==> config.mk <==
export PLATFORM = sky130hd
export DESIGN_NAME = bus_grant_encoder
export DESIGN_NICKNAME = d
export VERILOG_FILES = /design/src/rtl/bus_pkg.sv /design/src/rtl/rr_priority_select.sv /design/src/rtl/bus_grant_encoder.sv
export SDC_FILE = /design/constraint.sdc
export NUM_CORES = 1
export LEC_CHECK = 0
export BUFFER_PORTS_ARGS = -buffer_cell sky130_fd_sc_hd__buf_4
export CAP_MARGIN = 20
export CORE_AREA = 8 8 72 74
export DETAILED_ROUTE_END_ITERATION = 8
export DIE_AREA = 0 0 80 82
export PLACE_DENSITY_LB_ADDON = 0.05
export SLEW_MARGIN = 5
export SYNTH_ARGS = -nofsm -noshare
export SYNTH_HDL_FRONTEND = slang
export SYNTH_HIERARCHICAL = 1
export SYNTH_SLANG_ARGS = --single-unit
==> constraint.sdc <==
create_clock -name clk -period 3.8 [get_ports clk]
set_clock_uncertainty 0.2 [all_clocks]
set_input_delay 0.57 -clock clk [delete_from_list [all_inputs] [get_ports clk]]
set_output_delay 0.57 -clock clk [all_outputs]
set_load 0.01 [all_outputs]
==> src/rtl/bus_pkg.sv <==
// Shared definitions for the 8-module shared bus: sizes, arbiter state
// encoding and the address-to-one-hot helper also used by the address decoder.
package bus_pkg;

    localparam int unsigned N_MOD  = 8;
    localparam int unsigned ADDR_W = 3;

    typedef enum logic {
        IDLE  = 1'b0,
        GRANT = 1'b1
    } state_t;

    // One-hot select line for a module address.
    function automatic logic [N_MOD-1:0] addr_to_onehot(input logic [ADDR_W-1:0] addr);
        return N_MOD'(1) << addr;
    endfunction

endpackage : bus_pkg

==> src/rtl/rr_priority_select.sv <==
// Round-robin priority selector (purely combinational).
//   req     : per-module request vector, bit i = module i
//   ptr     : highest-priority module for this search
//   sel     : first requesting module found searching ptr, ptr+1, ... mod N_MOD
//   any_req : at least one request is present (sel is don't-care otherwise)
module rr_priority_select
    import bus_pkg::*;
(
    input  logic [N_MOD-1:0]  req,
    input  logic [ADDR_W-1:0] ptr,
    output logic [ADDR_W-1:0] sel,
    output logic              any_req
);

    logic [N_MOD-1:0]  rot;
    logic [ADDR_W-1:0] idx;

    // Rotate so ptr lands on bit 0, find the lowest set bit, rotate back.
    always_comb begin
        rot = N_MOD'({req, req} >> ptr);
        idx = '0;
        for (int i = N_MOD - 1; i >= 0; i--) begin
            if (rot[i]) begin
                idx = ADDR_W'(i);
            end
        end
        sel     = idx + ptr;
        any_req = |req;
    end

endmodule : rr_priority_select

==> src/rtl/bus_grant_encoder.sv <==
// Round-robin bus arbiter for the 8-module shared bus. Grants one owner,
// encodes it onto the decoder address, and holds the grant until DONE,
// the owner drops its request, or the watchdog expires.
//   clk, rst_n    : clock, asynchronous active-low reset
//   req           : per-module level requests
//   done          : owner finished (only looked at while granted)
//   grant_valid   : a grant is active
//   grant_addr    : owner address; holds its last value after release
//   grant_onehot  : one-hot owner, zero when no grant
//   timeout       : one-cycle pulse when the watchdog revokes a grant
//   timeout_addr  : owner revoked by the most recent timeout
module bus_grant_encoder
    import bus_pkg::*;
#(
    parameter int unsigned TIMEOUT_CYCLES = 256
) (
    input  logic              clk,
    input  logic              rst_n,
    input  logic [N_MOD-1:0]  req,
    input  logic              done,
    output logic              grant_valid,
    output logic [ADDR_W-1:0] grant_addr,
    output logic [N_MOD-1:0]  grant_onehot,
    output logic              timeout,
    output logic [ADDR_W-1:0] timeout_addr
);

    localparam int unsigned CNT_W = (TIMEOUT_CYCLES > 2) ? $clog2(TIMEOUT_CYCLES) : 1;
    localparam bit          WDOG_EN = (TIMEOUT_CYCLES != 0);
    localparam logic [CNT_W-1:0] CNT_LAST = WDOG_EN ? CNT_W'(TIMEOUT_CYCLES - 1) : '0;

    state_t            state, state_d;
    logic [ADDR_W-1:0] ptr, ptr_d;
    logic [CNT_W-1:0]  cnt, cnt_d;
    logic              grant_valid_d;
    logic [ADDR_W-1:0] grant_addr_d;
    logic [N_MOD-1:0]  grant_onehot_d;
    logic              timeout_d;
    logic [ADDR_W-1:0] timeout_addr_d;

    logic [ADDR_W-1:0] sel;
    logic              any_req;

    rr_priority_select u_sel (
        .req     (req),
        .ptr     (ptr),
        .sel     (sel),
        .any_req (any_req)
    );

    // Next state and next output values.
    always_comb begin
        state_d        = state;
        ptr_d          = ptr;
        cnt_d          = cnt;
        grant_valid_d  = grant_valid;
        grant_addr_d   = grant_addr;
        grant_onehot_d = grant_onehot;
        timeout_d      = 1'b0;
        timeout_addr_d = timeout_addr;

        unique case (state)
            IDLE: begin
                if (any_req) begin
                    state_d        = GRANT;
                    grant_valid_d  = 1'b1;
                    grant_addr_d   = sel;
                    grant_onehot_d = addr_to_onehot(sel);
                    ptr_d          = sel + ADDR_W'(1);
                    cnt_d          = '0;
                end
            end
            GRANT: begin
                // Release priority: DONE, then owner abort, then watchdog.
                if (done || !req[grant_addr]) begin
                    state_d        = IDLE;
                    grant_valid_d  = 1'b0;
                    grant_onehot_d = '0;
                end else if (WDOG_EN && (cnt == CNT_LAST)) begin
                    state_d        = IDLE;
                    grant_valid_d  = 1'b0;
                    grant_onehot_d = '0;
                    timeout_d      = 1'b1;
                    timeout_addr_d = grant_addr;
                end else if (cnt != '1) begin
                    cnt_d = cnt + CNT_W'(1);
                end
            end
            default: state_d = IDLE;
        endcase
    end

    // State and output registers.
    always_ff @(posedge clk or negedge rst_n) begin
        if (!rst_n) begin
            state        <= IDLE;
            ptr          <= '0;
            cnt          <= '0;
            grant_valid  <= 1'b0;
            grant_addr   <= '0;
            grant_onehot <= '0;
            timeout      <= 1'b0;
            timeout_addr <= '0;
        end else begin
            state        <= state_d;
            ptr          <= ptr_d;
            cnt          <= cnt_d;
            grant_valid  <= grant_valid_d;
            grant_addr   <= grant_addr_d;
            grant_onehot <= grant_onehot_d;
            timeout      <= timeout_d;
            timeout_addr <= timeout_addr_d;
        end
    end

endmodule : bus_grant_encoder

==> results of run 1 <==
stage by stage:
step / hold WS (ns) / utilization, %
CTS: 0.00864 / 59.0
floorplan: 0.0744 / -
finish: -0.00376 / 60.8
global placement: 0.289 / 56.8
global route: 0.0205 / 60.8
detailed placement: 0.296 / 56.8
cell usage in the layout, fill, tap and decap left out, types with 2 or more instances in the layout:
master	count
nand3b_1	2
o2bb2ai_1	3
xnor2_1	2
buf_6	3
nand3_1	4
o21ai_0	8
a21oi_2	3
mux2i_1	9
and3_1	10
o211ai_1	2
nor4b_1	3
a221o_1	6
and4b_1	2
buf_4	48
o211a_1	2
nor4_1	2
nand2_1	18
dfrtp_1	27
clkbuf_8	4
nor2_1	5
inv_1	9
nor2b_1	3
mux2i_4	2
nor3b_1	2
mux4_2	4
a211o_1	7
nand2b_1	2
mux2_2	7
mux4_1	3
and3_4	2
ha_1	7
a31oi_1	5
synthesized netlist by cell type, types with 3 or more instances:
| master | n |
|---|---|
| nor2b_1 | 3 |
| o2bb2ai_1 | 3 |
| dfrtp_1 | 28 |
| a31oi_1 | 6 |
| buf_6 | 4 |
| ha_1 | 8 |
| nand2_1 | 18 |
| nor2_1 | 5 |
| a211o_1 | 7 |
| a221o_1 | 6 |
| mux4_1 | 7 |
| nand3_1 | 4 |
| mux2_2 | 7 |
| nor4b_1 | 3 |
| and3_1 | 10 |
| mux2i_1 | 11 |
| o21ai_0 | 9 |
| buf_2 | 4 |
| clkbuf_1 | 3 |
| inv_1 | 10 |
worst max-delay path: stages (launching register included):
cell	delay (ns)
dfrtp_2	0.44
mux4_2	0.59
mux2i_4	0.20
o311ai_2	0.13
a21bo_2	0.23
a31oi_4	0.19
ha_2	0.18
inv_1	0.05
fa_2	0.33
xnor2_1	0.14
xnor2_1	0.26
inv_1	0.12
o211a_1	0.19
a221o_1	0.31
power breakdown:
part / switching [mW] / internal [mW] / leakage [nW]
logic: 0.766 / 0.769 / 0.852
clock network: 0.0916 / 0.0927 / 0.0288
registers: 0.100 / 0.373 / 0.371
worst max-delay path by stage:
stage	endpoint	slack (ns)	cells past startpoint
global placement	grant_onehot[0]	-0.18	14
floorplan	grant_onehot[0]	0.20	13
global route	grant_onehot[1]	-0.04	13
CTS	grant_onehot[0]	0.01	13
finish	grant_onehot[0]	0.11	13
detailed placement	grant_onehot[0]	-0.25	14
layout make-up:
cell class | instances | share of cell area [%]
Multi-Input combinational cell | 141 | 50.2
Sequential cell | 28 | 27.9
Timing Repair Buffer | 51 | 15.6
Tap cell | 52 | 2.58
Clock buffer | 4 | 2.19
Inverter | 10 | 1.49
sequential cells by signal, indices dropped and copies added (netlist names):
| name | count |
|---|---|
| timeout | 1 |
| timeout_addr | 3 |
| grant_valid | 1 |
| state | 1 |
| ptr | 3 |
| grant_onehot | 8 |
| cnt | 8 |
| grant_addr | 3 |
metal layers:
layer  track usage, %  part of all wire, %  vias up
met4             3.27                 0.67        0
met2             29.3                   51       60
met3             2.63                  5.2        4
met1             18.7                   43      844
met5                0                    0        -
li1                 -                    -      815
kinds of logic after synthesis:
| group | after synthesis |
|---|---|
| XOR/XNOR | 2 |
| flip-flops | 28 |
| AND/OR/NAND/NOR | 60 |
| AO/OA/AOI/OAI | 44 |
| multiplexers | 26 |
| buffers and inverters | 21 |
| adder cells (fa/ha/maj) | 9 |
what timing repair did:
| item | 4_1_cts | 5_1_grt |
|---|---|---|
| resized for setup | 2 | 20 |
| buffers inserted | 5 | 2 |
| hold buffers | 0 | 0 |
| pin swaps | 1 | 4 |
| endpoints found under the setup margin | 9 | 9 |
==> metrics.log, run 1 <==
INFO  metric antenna_cells_inserted = 0
INFO  metric clk_latency = 0.27 ns
INFO  metric area_growth_syn_to_layout = 23.7%
INFO  metric synth-xor-area-share = less than 1%
INFO  metric cp-start-kind = flip-flop
INFO  metric post_route_cells_drive_above_1_share = between 30% and 40%
INFO  metric setup.worst_path.start = ptr[0]
INFO  metric synth-main-ff-cell = dfrtp_1
INFO  metric grt_pass1_vias = approximately 1.7k
INFO  metric final_design_area_no_fill = about 2500 sq um
INFO  metric clk_path_buf_depth = 2
INFO  metric clk_root_buffer_cell = clkbuf_8
INFO  metric totalNegativeSetupSlack = 0 ns
INFO  metric synth-seq-area-share = about 34%
INFO  metric final.hold.worst_slack = -0.00376 ns
INFO  metric timing.reg2reg.worst_path_depth = 13
INFO  metric netlist_instances = 190
INFO  metric crit_path_time_final = roughly 3.7 ns
INFO  metric route.detailed.vias_per_inst = 6.02
INFO  metric final_net_count = approximately 260
INFO  metric main_combinational_cell_family_by_area_after_synthesis = multiplexers
INFO  metric critical_path_class = reg -> reg
INFO  metric detailed_place_hpwl = around 3600 um
INFO  metric post_dp_cell_area = between 2000 and 2500 sq um
INFO  metric hold_viol_final = 4
INFO  metric dieHeight = slightly above 80 um
INFO  metric synth_edf_count = 0
INFO  metric post_synth_instance_area = a little over 2000 sq um
INFO  metric timing.reg2reg.setup_slack = around 0.11 ns
INFO  metric netlist.area_leader.share = approximately a third
INFO  metric vdd_drop_max = approximately 0.31 mV
INFO  metric seqCellArea = about 700 sq um
INFO  metric synth_fa_ha_area_share = under 10%
INFO  metric min_path_type = in -> async
INFO  metric synth_compound_gate_area_share = roughly 17%
INFO  metric synth_top_area_cell = dfrtp_1
INFO  metric core_area = between 4000 and 5000 sq um
INFO  metric yosysWarningCount = 6
INFO  metric grt_residual_overflow = 0
INFO  metric critPathArrivalTime = around 3.6 ns
INFO  metric area_used_by_multi_input_combinational_logic = approximately 1300 sq um
INFO  metric setup_ws = 0.114 ns
INFO  metric timing.critical_path.to_type = flip-flop
INFO  metric std_cell_rows = 24
INFO  metric place_ws = -0.246 ns
INFO  metric fmax = between 200 and 300 MHz
INFO  metric cts_tree = built
INFO  metric drt_first_pass_iters = 4
INFO  metric cts_buffers = 3
INFO  metric worstPathRequired = between 3 and 4 ns
INFO  metric port-buffer-count = 26
INFO  metric failed_checks = hold timing
INFO  metric fin_cells = about 290
INFO  metric fp.dieArea = between 6000 and 7000 sq um
INFO  metric setup_viol_count_final = 0
INFO  metric finalWeightedCongestion = roughly 0.83
INFO  metric synthArstFlopShare = 100%
INFO  metric cts.reportedPaths.clkPinSlew = ~0.1 ns
INFO  metric grt_max_degree = 29
INFO  metric min_period_over_period = a little over nine tenths
INFO  metric run_status = finished with violations
INFO  metric number_of_antenna_violations_at_the_first_check_in_global_routing = 0
INFO  metric static-leakage-power = between 1 and 1.5 nW
INFO  metric floorplan.die.width = ~80 um
INFO  metric post_synth_and_or_nand_nor_area_fraction = 17.2%
INFO  metric grt.total_usage = 15.8%
INFO  metric timing.rr.end = grant_onehot[0]
INFO  metric synth-seq-cells = 28
INFO  metric tightest_slew = 0.541 ns
INFO  metric slew-limit-headroom = 63.9%
INFO  metric grt_first_pass_wirelength = around 8400 um
INFO  metric antenna_nets_post_route = 0
INFO  metric drc = 0
INFO  metric numPlacedInstances = 275
INFO  metric total_power_divided_by_cell_area = between 800 and 900 nW/um^2
INFO  metric muxShareOfSynthArea = between 10% and 20%
INFO  metric cap_violations = 0
INFO  metric cts.sinks = 28
INFO  metric dr_total_vias = ~1.7k
INFO  metric fillers = 348
INFO  metric total_power = around 2.2 mW
INFO  metric drt-wirelength-per-cell = about 18 um
INFO  metric ys_top_cells_by_area = dfrtp_1 34%, mux4_1 9.0%, mux2i_1 5.4%
INFO  metric cts_max_level = 1
INFO  metric drtIter0Drc = 77
INFO  metric synthesis.area_per_instance = 10.7 sq um
INFO  metric drv_slew = 0
INFO  metric start_util = between 40% and 50%
INFO  metric worst-path-max-fanout = 4
INFO  metric synthesized_nets = 210
INFO  metric synth_cell_type_count = 44
INFO  metric io-pin-count = 27
INFO  metric detail_route.wirelength = slightly above 5000 um
INFO  metric worst_r2r_startpoint = ptr[0]
Note: power is estimated with default switching activity, not from simulation.
==> inputs of run 2 (changes only) <==
- BUFFER_PORTS_ARGS: -buffer_cell sky130_fd_sc_hd__buf_4 -> -buffer_cell sky130_fd_sc_hd__buf_2
- SLEW_MARGIN: 5 -> 10
==> run 2 against run 1 <==
  * The run now ends clean
  * Clock power shrank 14%
  * Utilization shrank 3.7 points
  * Sequential cell count is the same
  * Sequential power shrank 0.8%
  * Non-clock buffer count shrank 4
  * Critical endpoint unchanged
  * Largest power group unchanged
==> metrics.log, run 2 (synthesis results as in run 1) <==
INFO  metric run_status = finished clean
INFO  metric cts.sinks = 28
INFO  metric worst-path-max-fanout = 6
INFO  metric place_ws = -0.167 ns
INFO  metric final_design_area_no_fill = 2370 sq um
INFO  metric power.sequential.fraction = a little under a quarter
INFO  metric timing.critical_path.slowest_cell_delay = between 0.5 and 0.6 ns
INFO  metric timing.rr.end = grant_onehot[0]
INFO  metric io-pin-count = 27
INFO  metric grt_pass1_vias = ~1.6k
INFO  metric area_growth_syn_to_layout = 16.2%
INFO  metric switching_share = between 40% and 50%
INFO  metric grt_max_degree = 29
INFO  metric cts_buffers = 3
INFO  metric dr_total_vias = roughly 1.7k
INFO  metric min_period_over_period = between 90% and 100%
INFO  metric worst_r2r_startpoint = ptr[0]
INFO  metric p_clk_share = between 8 and 9%
INFO  metric detailed_place_hpwl = 3640 um
INFO  metric post_route_cells_drive_above_1_share = about a third
INFO  metric cp-start-kind = flip-flop
INFO  metric p_sw = between 0.8 and 0.9 mW
INFO  metric timing.reg2reg.worst_path_depth = 13
INFO  metric floorplan.die.width = approximately 80 um
INFO  metric timing.critical_path.cells = mux4_2, mux2i_2, o311ai_1, a21bo_2, a31oi_1, ha_2, inv_1, fa_2, xnor2_1, xnor2_1, inv_1, o211a_1, a221o_1
INFO  metric total_power_divided_by_cell_area = just over 800 nW/um^2
INFO  metric min_path_type = in -> async
INFO  metric cts.reportedPaths.clkPinSlew = about 0.09 ns
INFO  metric drtIter0Drc = between 50 and 60
INFO  metric vdd_drop_max = roughly 0.38 mV
INFO  metric number_of_antenna_violations_at_the_first_check_in_global_routing = 0
INFO  metric std_cell_rows = 24
INFO  metric antenna_nets_post_route = 0
INFO  metric layout_top_registers = cnt (8), grant_onehot (8)
INFO  metric tightest_slew = 0.644 ns
INFO  metric p_comb_share = roughly two thirds
INFO  metric most_common_cell_after_layout_fill_and_taps_aside = dfrtp_1
INFO  metric port-buffer-count = 26
INFO  metric dieHeight = 82 um
INFO  metric clk_root_buffer_cell = clkbuf_8
INFO  metric timing.reg2reg.setup_slack = 0.15 ns
INFO  metric grt_residual_overflow = 0
INFO  metric drt-wirelength-per-cell = about 17 um
INFO  metric clk_latency = 0.27 ns
INFO  metric start_util = about half
INFO  metric grt.total_usage = ~15%
INFO  metric grt_first_pass_wirelength = roughly 8000 um
INFO  metric worstPathRequired = 3.76 ns
INFO  metric mostFrequentLayoutCells = 27 x dfrtp_1, 26 x buf_2, 19 x buf_4
INFO  metric static-leakage-power = between 1 and 1.5 nW
INFO  metric crit_path_time_final = 3.65 ns
INFO  metric critical_path_class = reg -> reg
INFO  metric fmax = between 200 and 300 MHz
INFO  metric critPathArrivalTime = 3.60 ns
INFO  metric cap_violations = 0
INFO  metric slew-limit-headroom = ~57%
INFO  metric core_area = 4140 sq um
INFO  metric post_dp_cell_area = around 2300 sq um
INFO  metric antenna_cells_inserted = 0
INFO  metric finalWeightedCongestion = around 0.84
INFO  metric timing.critical_path.to_type = flip-flop
INFO  metric hold_viol_final = 0
INFO  metric drc = 0
INFO  metric setup_viol_count_final = 0
INFO  metric cts_max_level = 1
INFO  metric setup_ws = about 0.15 ns
INFO  metric clk_path_buf_depth = 2
INFO  metric cts_tree = built
INFO  metric drt_first_pass_iters = 4
INFO  metric detail_route.wirelength = approximately 4800 um
INFO  metric p_int = approximately 1.1 mW
INFO  metric total_power = 1.96 mW
INFO  metric timing.critical_path.slowest_stage_cell = mux4_2
INFO  metric drv_slew = 0
INFO  metric route.detailed.vias_per_inst = ~6.0
INFO  metric fp.dieArea = around 6600 sq um
INFO  metric final.hold.worst_slack = between 0.1 and 0.15 ns
INFO  metric final_net_count = 251
## run 2: changes by cell type in the layout (fill, tap and decap cells not counted), moves of 2 or more
cell	previous run	this run
buf_4	48	19
buf_2	0	26
mux2i_2	0	2
mux2i_4	2	0
## run 2: worst max path at each step
stage	startpoint	end	cells after the start
3_5_place_dp	req[0]	grant_onehot[0]	14
2_1_floorplan	req[7]	grant_onehot[0]	13
5_1_grt	ptr[0]	grant_onehot[0]	13
6_report	ptr[0]	grant_onehot[0]	13
4_1_cts	ptr[0]	grant_onehot[0]	13
3_3_place_gp	req[4]	grant_onehot[0]	14
## run 2: metrics by stage
| stage | cells | TNS [ns] | utilization [%] |
|---|---|---|---|
| after floorplan | 190 | 0 | - |
| after global placement | 277 | -1.02 | 55.6 |
| after detailed placement | 277 | -1.13 | 55.6 |
| after CTS | 280 | 0 | 56.6 |
| after global routing | 281 | -0.0701 | 57.1 |
| final | 281 | 0 | 57.1 |
## run 2: power by group through the flow
stage,logic [mW],clock network (mW),registers (mW)
after floorplan,0.911,0,0.445
after global placement,1.24,0,0.470
after detailed placement,1.25,0,0.471
after CTS,1.27,0.163,0.467
after global routing,1.51,0.171,0.485
final,1.33,0.159,0.469
## run 2: final cells by class
| cell class | instances | area (sq um) |
|---|---|---|
| Inverter | 10 | 37.5 |
| Sequential cell | 28 | 702 |
| Tap cell | 52 | 65.1 |
| Multi-Input combinational cell | 141 | 1220 |
| Clock buffer | 3 | 41.3 |
| Fill cell | 382 | 1780 |
| Timing Repair Buffer | 47 | 295 |
## run 2: metal layers
layer  track usage, %  part of all wire (%)  vias to the layer above
met2             27.2                    49                       35
li1                 -                     -                      810
met5                0                     0                        -
met3             2.30                   3.8                        6
met1             17.5                    45                      822
met4             4.18                   1.6                        0
## run 2: critical path, delay by kind of cell, from the launching register on
kind	cells	cell delay, ns
adder cells (fa/ha/maj)	2	0.52
buffers and inverters	2	0.18
multiplexers	2	0.77
XOR/XNOR	2	0.41
flip-flops	1	0.44
AO/OA/AOI/OAI	5	1.01
## run 2: repair_timing
item	in CTS	in global routing
buffers inserted	0	1
resized for setup	1	14
setup endpoints to repair	7	9
hold buffers	0	0
pin swaps	1	4
